File: src/rtl/idu_stage.sv
// RISC-V decode stage: combinational decode of inst_i captured into a one-deep output
// register, with a serialising hold after ecall/ebreak until the back end reports completion.
module idu_stage #(
  parameter int XLEN  = 64,
  parameter bit HAS_M = 1'b1
) (
  input  logic            clk,
  input  logic            rst_n,
  input  logic            flush_i,
  input  logic            in_valid_i,
  output logic            in_ready_o,
  input  logic [31:0]     inst_i,
  input  logic [XLEN-1:0] pc_i,
  output logic            out_valid_o,
  input  logic            out_ready_i,
  input  logic            sys_done_i,
  output logic [XLEN-1:0] pc_o,
  output logic [11:0]     opinfo_o,
  output logic [9:0]      alu_o,
  output logic [7:0]      mdu_o,
  output logic [5:0]      branch_o,
  output logic [6:0]      load_o,
  output logic [3:0]      store_o,
  output logic [1:0]      sys_o,
  output logic            illegal_o,
  output logic            wen_reg_o,
  output logic [4:0]      rd_o,
  output logic [4:0]      rs1_o,
  output logic [4:0]      rs2_o,
  output logic [XLEN-1:0] imm_o
);

  localparam bit RV64 = (XLEN == 64);

  localparam logic [6:0] OPC_OP       = 7'b0110011;
  localparam logic [6:0] OPC_OP_IMM   = 7'b0010011;
  localparam logic [6:0] OPC_OP_32    = 7'b0111011;
  localparam logic [6:0] OPC_OP_IMM32 = 7'b0011011;
  localparam logic [6:0] OPC_BRANCH   = 7'b1100011;
  localparam logic [6:0] OPC_JAL      = 7'b1101111;
  localparam logic [6:0] OPC_JALR     = 7'b1100111;
  localparam logic [6:0] OPC_LOAD     = 7'b0000011;
  localparam logic [6:0] OPC_STORE    = 7'b0100011;
  localparam logic [6:0] OPC_LUI      = 7'b0110111;
  localparam logic [6:0] OPC_AUIPC    = 7'b0010111;
  localparam logic [6:0] OPC_SYSTEM   = 7'b1110011;

  typedef enum logic [1:0] {EMPTY, FULL, SERIAL} state_t;
  state_t state;

  logic [6:0]  opcode;
  logic [2:0]  f3;
  logic [6:0]  f7;
  logic        shift_hi_zero;
  logic        shift_hi_sra;
  logic [11:0] opinfo_d;
  logic [9:0]  alu_d;
  logic [7:0]  mdu_d;
  logic [5:0]  br_d;
  logic [6:0]  ld_d;
  logic [3:0]  st_d;
  logic [1:0]  sys_d;
  logic        illegal_d;
  logic        wen_d;
  logic [31:0] imm32;
  logic [5:0]  shamt_d;
  logic        use_shamt;
  logic [XLEN-1:0] imm_d;
  logic        accept;

  assign opcode = inst_i[6:0];
  assign f3     = inst_i[14:12];
  assign f7     = inst_i[31:25];

  // RV32 shifts must also have shamt[5] clear, so the upper-field check widens by one bit.
  assign shift_hi_zero = RV64 ? (inst_i[31:26] == 6'b000000) : (inst_i[31:25] == 7'b0000000);
  assign shift_hi_sra  = RV64 ? (inst_i[31:26] == 6'b010000) : (inst_i[31:25] == 7'b0100000);

  always_comb begin
    opinfo_d  = '0;
    alu_d     = '0;
    mdu_d     = '0;
    br_d      = '0;
    ld_d      = '0;
    st_d      = '0;
    sys_d     = '0;
    illegal_d = 1'b0;
    imm32     = '0;
    shamt_d   = '0;
    use_shamt = 1'b0;
    case (opcode)
      OPC_OP: begin
        opinfo_d[0] = 1'b1;
        if (f7 == 7'b0000000) begin
          case (f3)
            3'b000:  alu_d[0] = 1'b1;
            3'b001:  alu_d[5] = 1'b1;
            3'b010:  alu_d[8] = 1'b1;
            3'b011:  alu_d[9] = 1'b1;
            3'b100:  alu_d[2] = 1'b1;
            3'b101:  alu_d[6] = 1'b1;
            3'b110:  alu_d[3] = 1'b1;
            default: alu_d[4] = 1'b1;
          endcase
        end else if (f7 == 7'b0100000 && f3 == 3'b000) alu_d[1] = 1'b1;
        else if (f7 == 7'b0100000 && f3 == 3'b101) alu_d[7] = 1'b1;
        else if (HAS_M && f7 == 7'b0000001) mdu_d[f3] = 1'b1;
        else illegal_d = 1'b1;
      end
      OPC_OP_IMM: begin
        opinfo_d[1] = 1'b1;
        imm32       = {{20{inst_i[31]}}, inst_i[31:20]};
        shamt_d     = RV64 ? inst_i[25:20] : {1'b0, inst_i[24:20]};
        case (f3)
          3'b000: alu_d[0] = 1'b1;
          3'b010: alu_d[8] = 1'b1;
          3'b011: alu_d[9] = 1'b1;
          3'b100: alu_d[2] = 1'b1;
          3'b110: alu_d[3] = 1'b1;
          3'b111: alu_d[4] = 1'b1;
          3'b001: begin
            use_shamt = 1'b1;
            if (shift_hi_zero) alu_d[5] = 1'b1;
            else illegal_d = 1'b1;
          end
          default: begin
            use_shamt = 1'b1;
            if (shift_hi_zero) alu_d[6] = 1'b1;
            else if (shift_hi_sra) alu_d[7] = 1'b1;
            else illegal_d = 1'b1;
          end
        endcase
      end
      OPC_OP_32: begin
        opinfo_d[2] = 1'b1;
        if (!RV64) illegal_d = 1'b1;
        else if (f7 == 7'b0000000 && f3 == 3'b000) alu_d[0] = 1'b1;
        else if (f7 == 7'b0000000 && f3 == 3'b001) alu_d[5] = 1'b1;
        else if (f7 == 7'b0000000 && f3 == 3'b101) alu_d[6] = 1'b1;
        else if (f7 == 7'b0100000 && f3 == 3'b000) alu_d[1] = 1'b1;
        else if (f7 == 7'b0100000 && f3 == 3'b101) alu_d[7] = 1'b1;
        else if (HAS_M && f7 == 7'b0000001 && (f3 == 3'b000 || f3[2])) mdu_d[f3] = 1'b1;
        else illegal_d = 1'b1;
      end
      OPC_OP_IMM32: begin
        opinfo_d[3] = 1'b1;
        imm32       = {{20{inst_i[31]}}, inst_i[31:20]};
        shamt_d     = {1'b0, inst_i[24:20]};
        if (!RV64) illegal_d = 1'b1;
        else if (f3 == 3'b000) alu_d[0] = 1'b1;
        else if (f3 == 3'b001 && f7 == 7'b0000000) begin
          alu_d[5]  = 1'b1;
          use_shamt = 1'b1;
        end else if (f3 == 3'b101 && f7 == 7'b0000000) begin
          alu_d[6]  = 1'b1;
          use_shamt = 1'b1;
        end else if (f3 == 3'b101 && f7 == 7'b0100000) begin
          alu_d[7]  = 1'b1;
          use_shamt = 1'b1;
        end else illegal_d = 1'b1;
      end
      OPC_BRANCH: begin
        opinfo_d[4] = 1'b1;
        imm32 = {{19{inst_i[31]}}, inst_i[31], inst_i[7], inst_i[30:25], inst_i[11:8], 1'b0};
        case (f3)
          3'b000:  br_d[0] = 1'b1;
          3'b001:  br_d[1] = 1'b1;
          3'b100:  br_d[2] = 1'b1;
          3'b101:  br_d[3] = 1'b1;
          3'b110:  br_d[4] = 1'b1;
          3'b111:  br_d[5] = 1'b1;
          default: illegal_d = 1'b1;
        endcase
      end
      OPC_JAL: begin
        opinfo_d[5] = 1'b1;
        imm32 = {{11{inst_i[31]}}, inst_i[31], inst_i[19:12], inst_i[20], inst_i[30:21], 1'b0};
      end
      OPC_JALR: begin
        opinfo_d[6] = 1'b1;
        imm32       = {{20{inst_i[31]}}, inst_i[31:20]};
        if (f3 != 3'b000) illegal_d = 1'b1;
      end
      OPC_LOAD: begin
        opinfo_d[7] = 1'b1;
        imm32       = {{20{inst_i[31]}}, inst_i[31:20]};
        case (f3)
          3'b000:  ld_d[0] = 1'b1;
          3'b001:  ld_d[1] = 1'b1;
          3'b010:  ld_d[2] = 1'b1;
          3'b011:  if (RV64) ld_d[3] = 1'b1; else illegal_d = 1'b1;
          3'b100:  ld_d[4] = 1'b1;
          3'b101:  ld_d[5] = 1'b1;
          3'b110:  if (RV64) ld_d[6] = 1'b1; else illegal_d = 1'b1;
          default: illegal_d = 1'b1;
        endcase
      end
      OPC_STORE: begin
        opinfo_d[8] = 1'b1;
        imm32       = {{20{inst_i[31]}}, inst_i[31:25], inst_i[11:7]};
        case (f3)
          3'b000:  st_d[0] = 1'b1;
          3'b001:  st_d[1] = 1'b1;
          3'b010:  st_d[2] = 1'b1;
          3'b011:  if (RV64) st_d[3] = 1'b1; else illegal_d = 1'b1;
          default: illegal_d = 1'b1;
        endcase
      end
      OPC_LUI: begin
        opinfo_d[9] = 1'b1;
        imm32       = {inst_i[31:12], 12'h000};
      end
      OPC_AUIPC: begin
        opinfo_d[10] = 1'b1;
        imm32        = {inst_i[31:12], 12'h000};
      end
      OPC_SYSTEM: begin
        opinfo_d[11] = 1'b1;
        if (inst_i == 32'h0000_0073) sys_d[0] = 1'b1;
        else if (inst_i == 32'h0010_0073) sys_d[1] = 1'b1;
        else illegal_d = 1'b1;
      end
      default: illegal_d = 1'b1;
    endcase
    // An illegal encoding travels downstream with every class/op bit cleared.
    if (illegal_d) begin
      opinfo_d  = '0;
      alu_d     = '0;
      mdu_d     = '0;
      br_d      = '0;
      ld_d      = '0;
      st_d      = '0;
      sys_d     = '0;
      imm32     = '0;
      use_shamt = 1'b0;
    end
  end

  assign wen_d = ~illegal_d & ~(opinfo_d[4] | opinfo_d[8] | opinfo_d[11]);
  assign imm_d = use_shamt ? {{(XLEN-6){1'b0}}, shamt_d} : XLEN'($signed(imm32));

  always_comb begin
    case (state)
      EMPTY:   in_ready_o = 1'b1;
      FULL:    in_ready_o = out_ready_i & ~opinfo_o[11];
      default: in_ready_o = 1'b0;
    endcase
  end

  assign out_valid_o = (state == FULL);
  assign accept      = in_valid_i & in_ready_o & ~flush_i;

  always_ff @(posedge clk or negedge rst_n) begin
    if (!rst_n) begin
      state     <= EMPTY;
      pc_o      <= '0;
      opinfo_o  <= '0;
      alu_o     <= '0;
      mdu_o     <= '0;
      branch_o  <= '0;
      load_o    <= '0;
      store_o   <= '0;
      sys_o     <= '0;
      illegal_o <= 1'b0;
      wen_reg_o <= 1'b0;
      rd_o      <= '0;
      rs1_o     <= '0;
      rs2_o     <= '0;
      imm_o     <= '0;
    end else begin
      if (accept) begin
        pc_o      <= pc_i;
        opinfo_o  <= opinfo_d;
        alu_o     <= alu_d;
        mdu_o     <= mdu_d;
        branch_o  <= br_d;
        load_o    <= ld_d;
        store_o   <= st_d;
        sys_o     <= sys_d;
        illegal_o <= illegal_d;
        wen_reg_o <= wen_d;
        rd_o      <= inst_i[11:7];
        rs1_o     <= inst_i[19:15];
        rs2_o     <= inst_i[24:20];
        imm_o     <= imm_d;
      end
      if (flush_i) state <= EMPTY;
      else begin
        case (state)
          EMPTY: if (in_valid_i) state <= FULL;
          FULL: begin
            if (out_ready_i) begin
              if (opinfo_o[11]) state <= SERIAL;
              else if (in_valid_i) state <= FULL;
              else state <= EMPTY;
            end
          end
          default: if (sys_done_i) state <= EMPTY;
        endcase
      end
    end
  end

endmodule
File: config.mk
export PLATFORM = sky130hd
export DESIGN_NAME = idu_stage
export DESIGN_NICKNAME = d
export VERILOG_FILES = /design/src/rtl/idu_stage.sv
export SDC_FILE = /design/constraint.sdc
export NUM_CORES = 1
export LEC_CHECK = 0
export BUFFER_PORTS_ARGS = -buffer_cell sky130_fd_sc_hd__buf_2
export CAP_MARGIN = 20
export CORE_ASPECT_RATIO = 0.75
export CORE_MARGIN = 2
export CORE_UTILIZATION = 44
export DETAILED_ROUTE_END_ITERATION = 7
export PLACE_DENSITY_LB_ADDON = 0.08
export SETUP_SLACK_MARGIN = 0.05
export SLEW_MARGIN = 10
export SYNTH_ARGS = -nofsm -noshare
export SYNTH_HDL_FRONTEND = slang
export SYNTH_SLANG_ARGS = --single-unit
File: constraint.sdc
create_clock -name clk -period 1.9 [get_ports clk]
set_input_delay 0.19 -clock clk [delete_from_list [all_inputs] [get_ports clk]]
set_output_delay 0.19 -clock clk [all_outputs]
set_load 0.01 [all_outputs]
# ---- Word level (Yosys, flattened, before mapping)
# Index checks and enable logic that the tools add are counted.
dict set report op_classes {
  magnitude_cmp 2
  eq_ne 27
  mux 120
  bitwise_logic 10
  n_reduce_logical 24
}
# cell count
set op_table {}
lappend op_table {{$pmux 32 s5} 1}
lappend op_table {{$mux 8} 11}
lappend op_table {{$mux 1} 71}
lappend op_table {{$mux 64} 1}
lappend op_table {{$eq 7x6->1 const B} 5}
lappend op_table {{$eq 32x21->1 const B} 1}
lappend op_table {{$eq 32x7->1 const B} 1}
lappend op_table {{$mux 32} 1}
lappend op_table {{$eq 7x7->1 const B} 4}
lappend op_table {{$mux 2} 11}
lappend op_table {{$eq 7x5->1 const B} 3}
lappend op_table {{$pmux 8 s2} 1}
lappend op_table {{$mux 7} 2}
lappend op_table {{$reduce_or 7->1} 2}
lappend op_table {{$eq 3x3->1 const B} 4}
lappend op_table {{$mux 12} 1}
lappend op_table {{$mux 6} 2}
lappend op_table {{$pmux 3 s4} 1}
lappend op_table {{$pmux 6 s2} 1}
lappend op_table {{$reduce_or 6->1} 2}
lappend op_table {{$mux 10} 1}
lappend op_table {{$pmux 1 s10} 1}
lappend op_table {{$mux 4} 2}
lappend op_table {{$pmux 1 s2} 4}
lappend op_table {{31 further kinds} 49}
dict set report totals {
  regBits 196
  inputBits 102
  out_inout_bits 196
  elab_cells 198
}

# ---- Longest topological paths before layout
dict set report logic_depth {
  word_depth 15
  ltp_mapped 10
  depth_no_buf 6
}

# ---- Least setup slack after synthesis
# No wires, ideal clock.
dict set report synth_path {
  path_kind {flip-flop to flip-flop}
  startpoint {register opinfo_o[11]}
  endpoint {register opinfo_o[5]}
  setup_time_ps 92
  t_arrival_ps 1967
  required_time_ps 1808
  path_slack_ps -159
  stages_incl_launch_ff 9
  path_buffers 2
  period_less_slack_ps 2059
  cell_sequence {dfrtp_1 nand2b_1 a21oi_1 nand3b_1 nor3_1 nand3_1 buf_6 buf_6 o31ai_2}
}
dict set report synth_via {
  elab_chain_len 5
}
# item line_no
set synth_rtl {}
lappend synth_rtl {{start: declaration} 18} ;# output logic [11:0] opinfo_o,
lappend synth_rtl {{start signal: assignment} 273} ;# opinfo_o <= opinfo_d;
lappend synth_rtl {{$not 1->1} 245} ;# FULL: in_ready_o = out_ready_i & ~opinfo_o[11];
lappend synth_rtl {{$and 1x1->1} 245}
lappend synth_rtl {{$pmux 1 s2} 243} ;# case (state)
lappend synth_rtl {{via in_ready_o} 11} ;# output logic in_ready_o,
lappend synth_rtl {{$and 1x1->1 (2 in series)} 251} ;# assign accept = in_valid_i & in_ready_o & ~flush_i;
# The timed path passes the listed nets, and every way through them passes these cells.
# A chain may end at the register's enable or synchronous reset.

# ---- Worst setup path after layout
dict set report layout_path {
  startpoint {input port inst_i[21]}
  endpoint {register alu_o[9]}
}
dict set report layout_via {
  elab_chain_len 5
  word_cells_on_any_way 6
  cone_classes {eq/ne: 2; mux: 4}
}
# item line_no
set layout_rtl {}
lappend layout_rtl {{start: declaration} 12} ;# input logic [31:0] inst_i,
lappend layout_rtl {{$eq 32x21->1} 220} ;# else if (inst_i == 32'h0010_0073) sys_d[1] = 1'b1;
lappend layout_rtl {{$mux 1} 220}
lappend layout_rtl {{$mux 1 (*)} 219} ;# if (inst_i == 32'h0000_0073) sys_d[0] = 1'b1;
lappend layout_rtl {{$pmux 1 s10 (*)} 91} ;# case (opcode)
lappend layout_rtl {{$mux 10 (*)} 226} ;# if (illegal_d) begin
lappend layout_rtl {{end signal: assignment} 274} ;# alu_o <= alu_d;
lappend layout_rtl {{end: declaration} 19} ;# output logic [9:0] alu_o,
# Every way passes the cells marked *; elsewhere a longest branch is shown, timed or not.

==> results.json <==
{
  "worst_pin_slew_ns": 0.708,
  "critical-path-slowest-cell": "or4_4",
  "place_congestion": 0.922,
  "yosys.area.top_type_share_pct": 55.1,
  "ys_seq_elements": 164,
  "grt_pass1_wl_um": 39000,
  "synth.yosys.seq_area_share_pct": 55.1,
  "power_report.internal_total_mw": 6.38,
  "maxCapViolCount": 0,
  "final-max-slew-violation-count": 0,
  "count_of_buffers_inserted_at_the_top_level_ports": 297,
  "detailroute.via_count": 7810,
  "drc": 0,
  "critical_path_arrival_ns": 2.39,
  "finalCriticalPeriod_ns": 2.07,
  "hpwl_um": 18200,
  "post_synth_instance_area_um2": 7450,
  "yosys.cell_types.count": 55,
  "worst_setup_skew_after_layout_ns": 0.00762,
  "cp-end-kind": "register",
  "clock_tree.root_cell": "clkbuf_16",
  "worstPathCellList": "buf_8 > nor4_4 > buf_4 > nand4_1 > or4_4 > a22oi_2 > buf_4 > nand3_4 > buf_12 > o41ai_4",
  "power.density_cell_area_nw_per_um2": 769,
  "number_of_antenna_violations_at_the_first_check_in_global_routing": 3,
  "diodes": 0,
  "share_clk_of_total_power_pct": 39.5,
  "rsz_0062_raised_after_global_routing": "yes",
  "first_global_vias": 7111,
  "cts.reportedPaths.clkPinSlew_ns": 0.07,
  "status": "finished, violations left",
  "final_non_filler_cell_area_um2": 11600,
  "total_detailed_routing_wirelength_um": 26600,
  "fraction_of_layout_cells_with_a_size_suffix_above_1_pct": 41.8,
  "synth_area_leaders": "dfrtp_1 55%, nand2_1 17%, o21ai_0 3.7%, buf_4 3.2%, o31ai_1 2.4%",
  "number_of_failing_hold_endpoints_at_the_final_stage": 0,
  "drt_iter0_markers": 624,
  "post_synth_edffs": 0,
  "cpLargestDelayFamily": "simple AND/OR/NAND/NOR gates",
  "hp-class": "in2reg",
  "power.switching_fraction_pct": 28.4,
  "hp-start": "sys_done_i",
  "period_share_pct": 109,
  "total_power_mw": 8.91,
  "mostFrequentLayoutCell": "nand2_1",
  "finalSetupViolations": 78,
  "yosysWarningCount": 0,
  "area_delta_synth_final_pct": 55.4,
  "start_util_pct": 44.6,
  "grt_start_max_net_pins": 90,
  "vdd.ir_drop.worst_mv": 0.640,
  "fmaxAchievable_ghz": 0.484,
  "top_level_ports": 298,
  "critical_path.max_stage_delay_ns": 0.48,
  "numCtsBuffers": 17,
  "required_worst_endpoint_ns": 2.23,
  "critPathMostFrequentCell": "buf_4",
  "overflow": 0,
  "post_synth_inst_count": 848,
  "slew-limit-headroom_pct": 52.6,
  "synthesis.area_per_instance_um2": 8.79,
  "cp-startpoint": "inst_i[21]",
  "setup.worst_path.start_class": "input port",
  "htree_levels": 4,
  "drt_pre_antenna_iters": 5,
  "r2r_start": "opinfo_o[11]",
  "final_antenna_net_count": 0,
  "classification_of_the_worst_setup_path": "in2reg",
  "fp.dieW_um": 154,
  "leakagePower_nw": 6.14,
  "seq_power_share_pct": 43.6,
  "layout_setup_ws_ns": -0.168,
  "p_comb_share_pct": 17.0,
  "std_cell_rows": 41,
  "track_usage_pct": 28.1,
  "fillCellCount": 1374,
  "core_area_um2": 16700,
  "most_used_cells_in_the_layout_excluding_fill_and_tap_cells": "338 x nand2_1, 294 x buf_2, 164 x dfrtp_1, 106 x buf_4, 66 x dlygate4sd3_1",
  "syn-num-nets": 950,
  "post_dp_cell_area_um2": 9760,
  "postSynth.asyncResetShare_pct": 100,
  "path_buf_inv": 4,
  "top_flip_flop_cell_by_instance_count_after_synthesis": "dfrtp_1",
  "nets": 1372,
  "fp.dieH_um": 117,
  "cts_tree": "yes",
  "vias_cell": 5.21,
  "route.detailed.wl_per_inst_um": 17.8,
  "clk_latency_ns": 0.42,
  "tritoncts_num_sinks": 164,
  "cts_buffer_depth": 2,
  "path_max_fanout": 10,
  "rrSetupSlack_ns": -0.13,
  "p_switching_mw": 2.53,
  "failing_checks": "negative setup slack",
  "yosysTopAreaCell": "dfrtp_1",
  "die_area_um2": 18000
}
stage by stage:
step | util [%] | instances | TNS (ns) | hold WS (ns) | setup WS (ns)
after global routing | 69.2 | 1498 | -10.49 | 0.0592 | -0.229
after global placement | 58.4 | 1389 | -44.38 | 0.186 | -0.657
after detailed placement | 58.4 | 1389 | -46.64 | 0.186 | -0.767
final | 69.2 | 1498 | -5.16 | 0.0408 | -0.168
after floorplan | - | 848 | -0.876 | -0.106 | -0.0693
after CTS | 66.8 | 1490 | -0.343 | 0.0293 | -0.0699
sequential cells by signal, summed over array words and instances, names as in the netlist, 6 cells and up:
signal / count
branch_o: 6
mdu_o: 8
alu_o: 10
load_o: 7
opinfo_o: 12
pc_o: 64
imm_o: 32
power by group through the flow:
stage	logic (mW)	clock network, mW	registers, mW
2_1_floorplan	0.451	0	4.07
3_3_place_gp	1.33	0	3.93
3_5_place_dp	1.35	0	3.94
4_1_cts	1.48	3.55	3.88
5_1_grt	1.64	3.72	3.91
6_report	1.51	3.51	3.88
layer usage:
layer	global-route usage, %	vias to the layer above	share of wire, %
met5	0	-	0.041
met4	7.96	2	2.1
met3	6.42	51	7.3
met2	43.0	338	45
met1	40.5	3780	45
li1	-	3639	-
layout make-up:
class | instances | area (um2) | area share [%]
clock buffers | 18 | 429 | 3.71
clock inverters | 14 | 171 | 1.48
inverters | 10 | 37.5 | 0.324
multi-input cells | 588 | 3280 | 28.3
flip-flops and latches | 164 | 4100 | 35.5
well taps | 215 | 269 | 2.32
repair buffers | 489 | 3290 | 28.4
cells in the mapped netlist (8+ instances only):
cell type	instances
a21oi_1	25
buf_4	32
clkbuf_1	43
dfrtp_1	164
inv_1	10
nand2_1	338
nand2b_1	8
nand3_1	16
nand4_1	9
nor2_1	18
nor3_1	11
o21ai_0	55
o31ai_1	24
cells by family (layout without fill, tap and decap cells):
kind of cell | count (synthesis) | in the layout | share of synthesized area (%)
compound gates | 147 | 147 | 12.8
flops | 164 | 164 | 55.1
xor+xnor | 1 | 1 | 0.118
buf+inv | 96 | 531 | 6.85
simple gates | 439 | 439 | 25.0
fa+ha+maj | 1 | 1 | 0.134
worst register-to-register path, stage by stage, from the launching register on:
cell	delay (ns)
dfrtp_1	0.40
nand2b_4	0.15
a21oi_2	0.14
nand3b_1	0.20
nor3_2	0.26
buf_4	0.15
nand3_4	0.13
buf_12	0.19
o41ai_4	0.32
final timing paths:
path                           endpoint  cells past startpoint
max                            alu_o[9]                     10
min                            state[1]                      3
min in group asynchronous  opinfo_o[11]                      2
min reg2reg                    rs2_o[4]                      2
max reg2reg                    alu_o[9]                      8
max in group asynchronous       rd_o[0]                      3
repair_timing:
item | CTS | global route
resized for setup | 33 | 87
hold buffers | 66 | 0
cloned | 1 | 3
endpoints found under the hold margin | 112 | 0
endpoints found under the setup margin | 82 | 77
buffers inserted | 2 | 5
pin swaps | 11 | 20
Power figures use the tool's default switching activity.
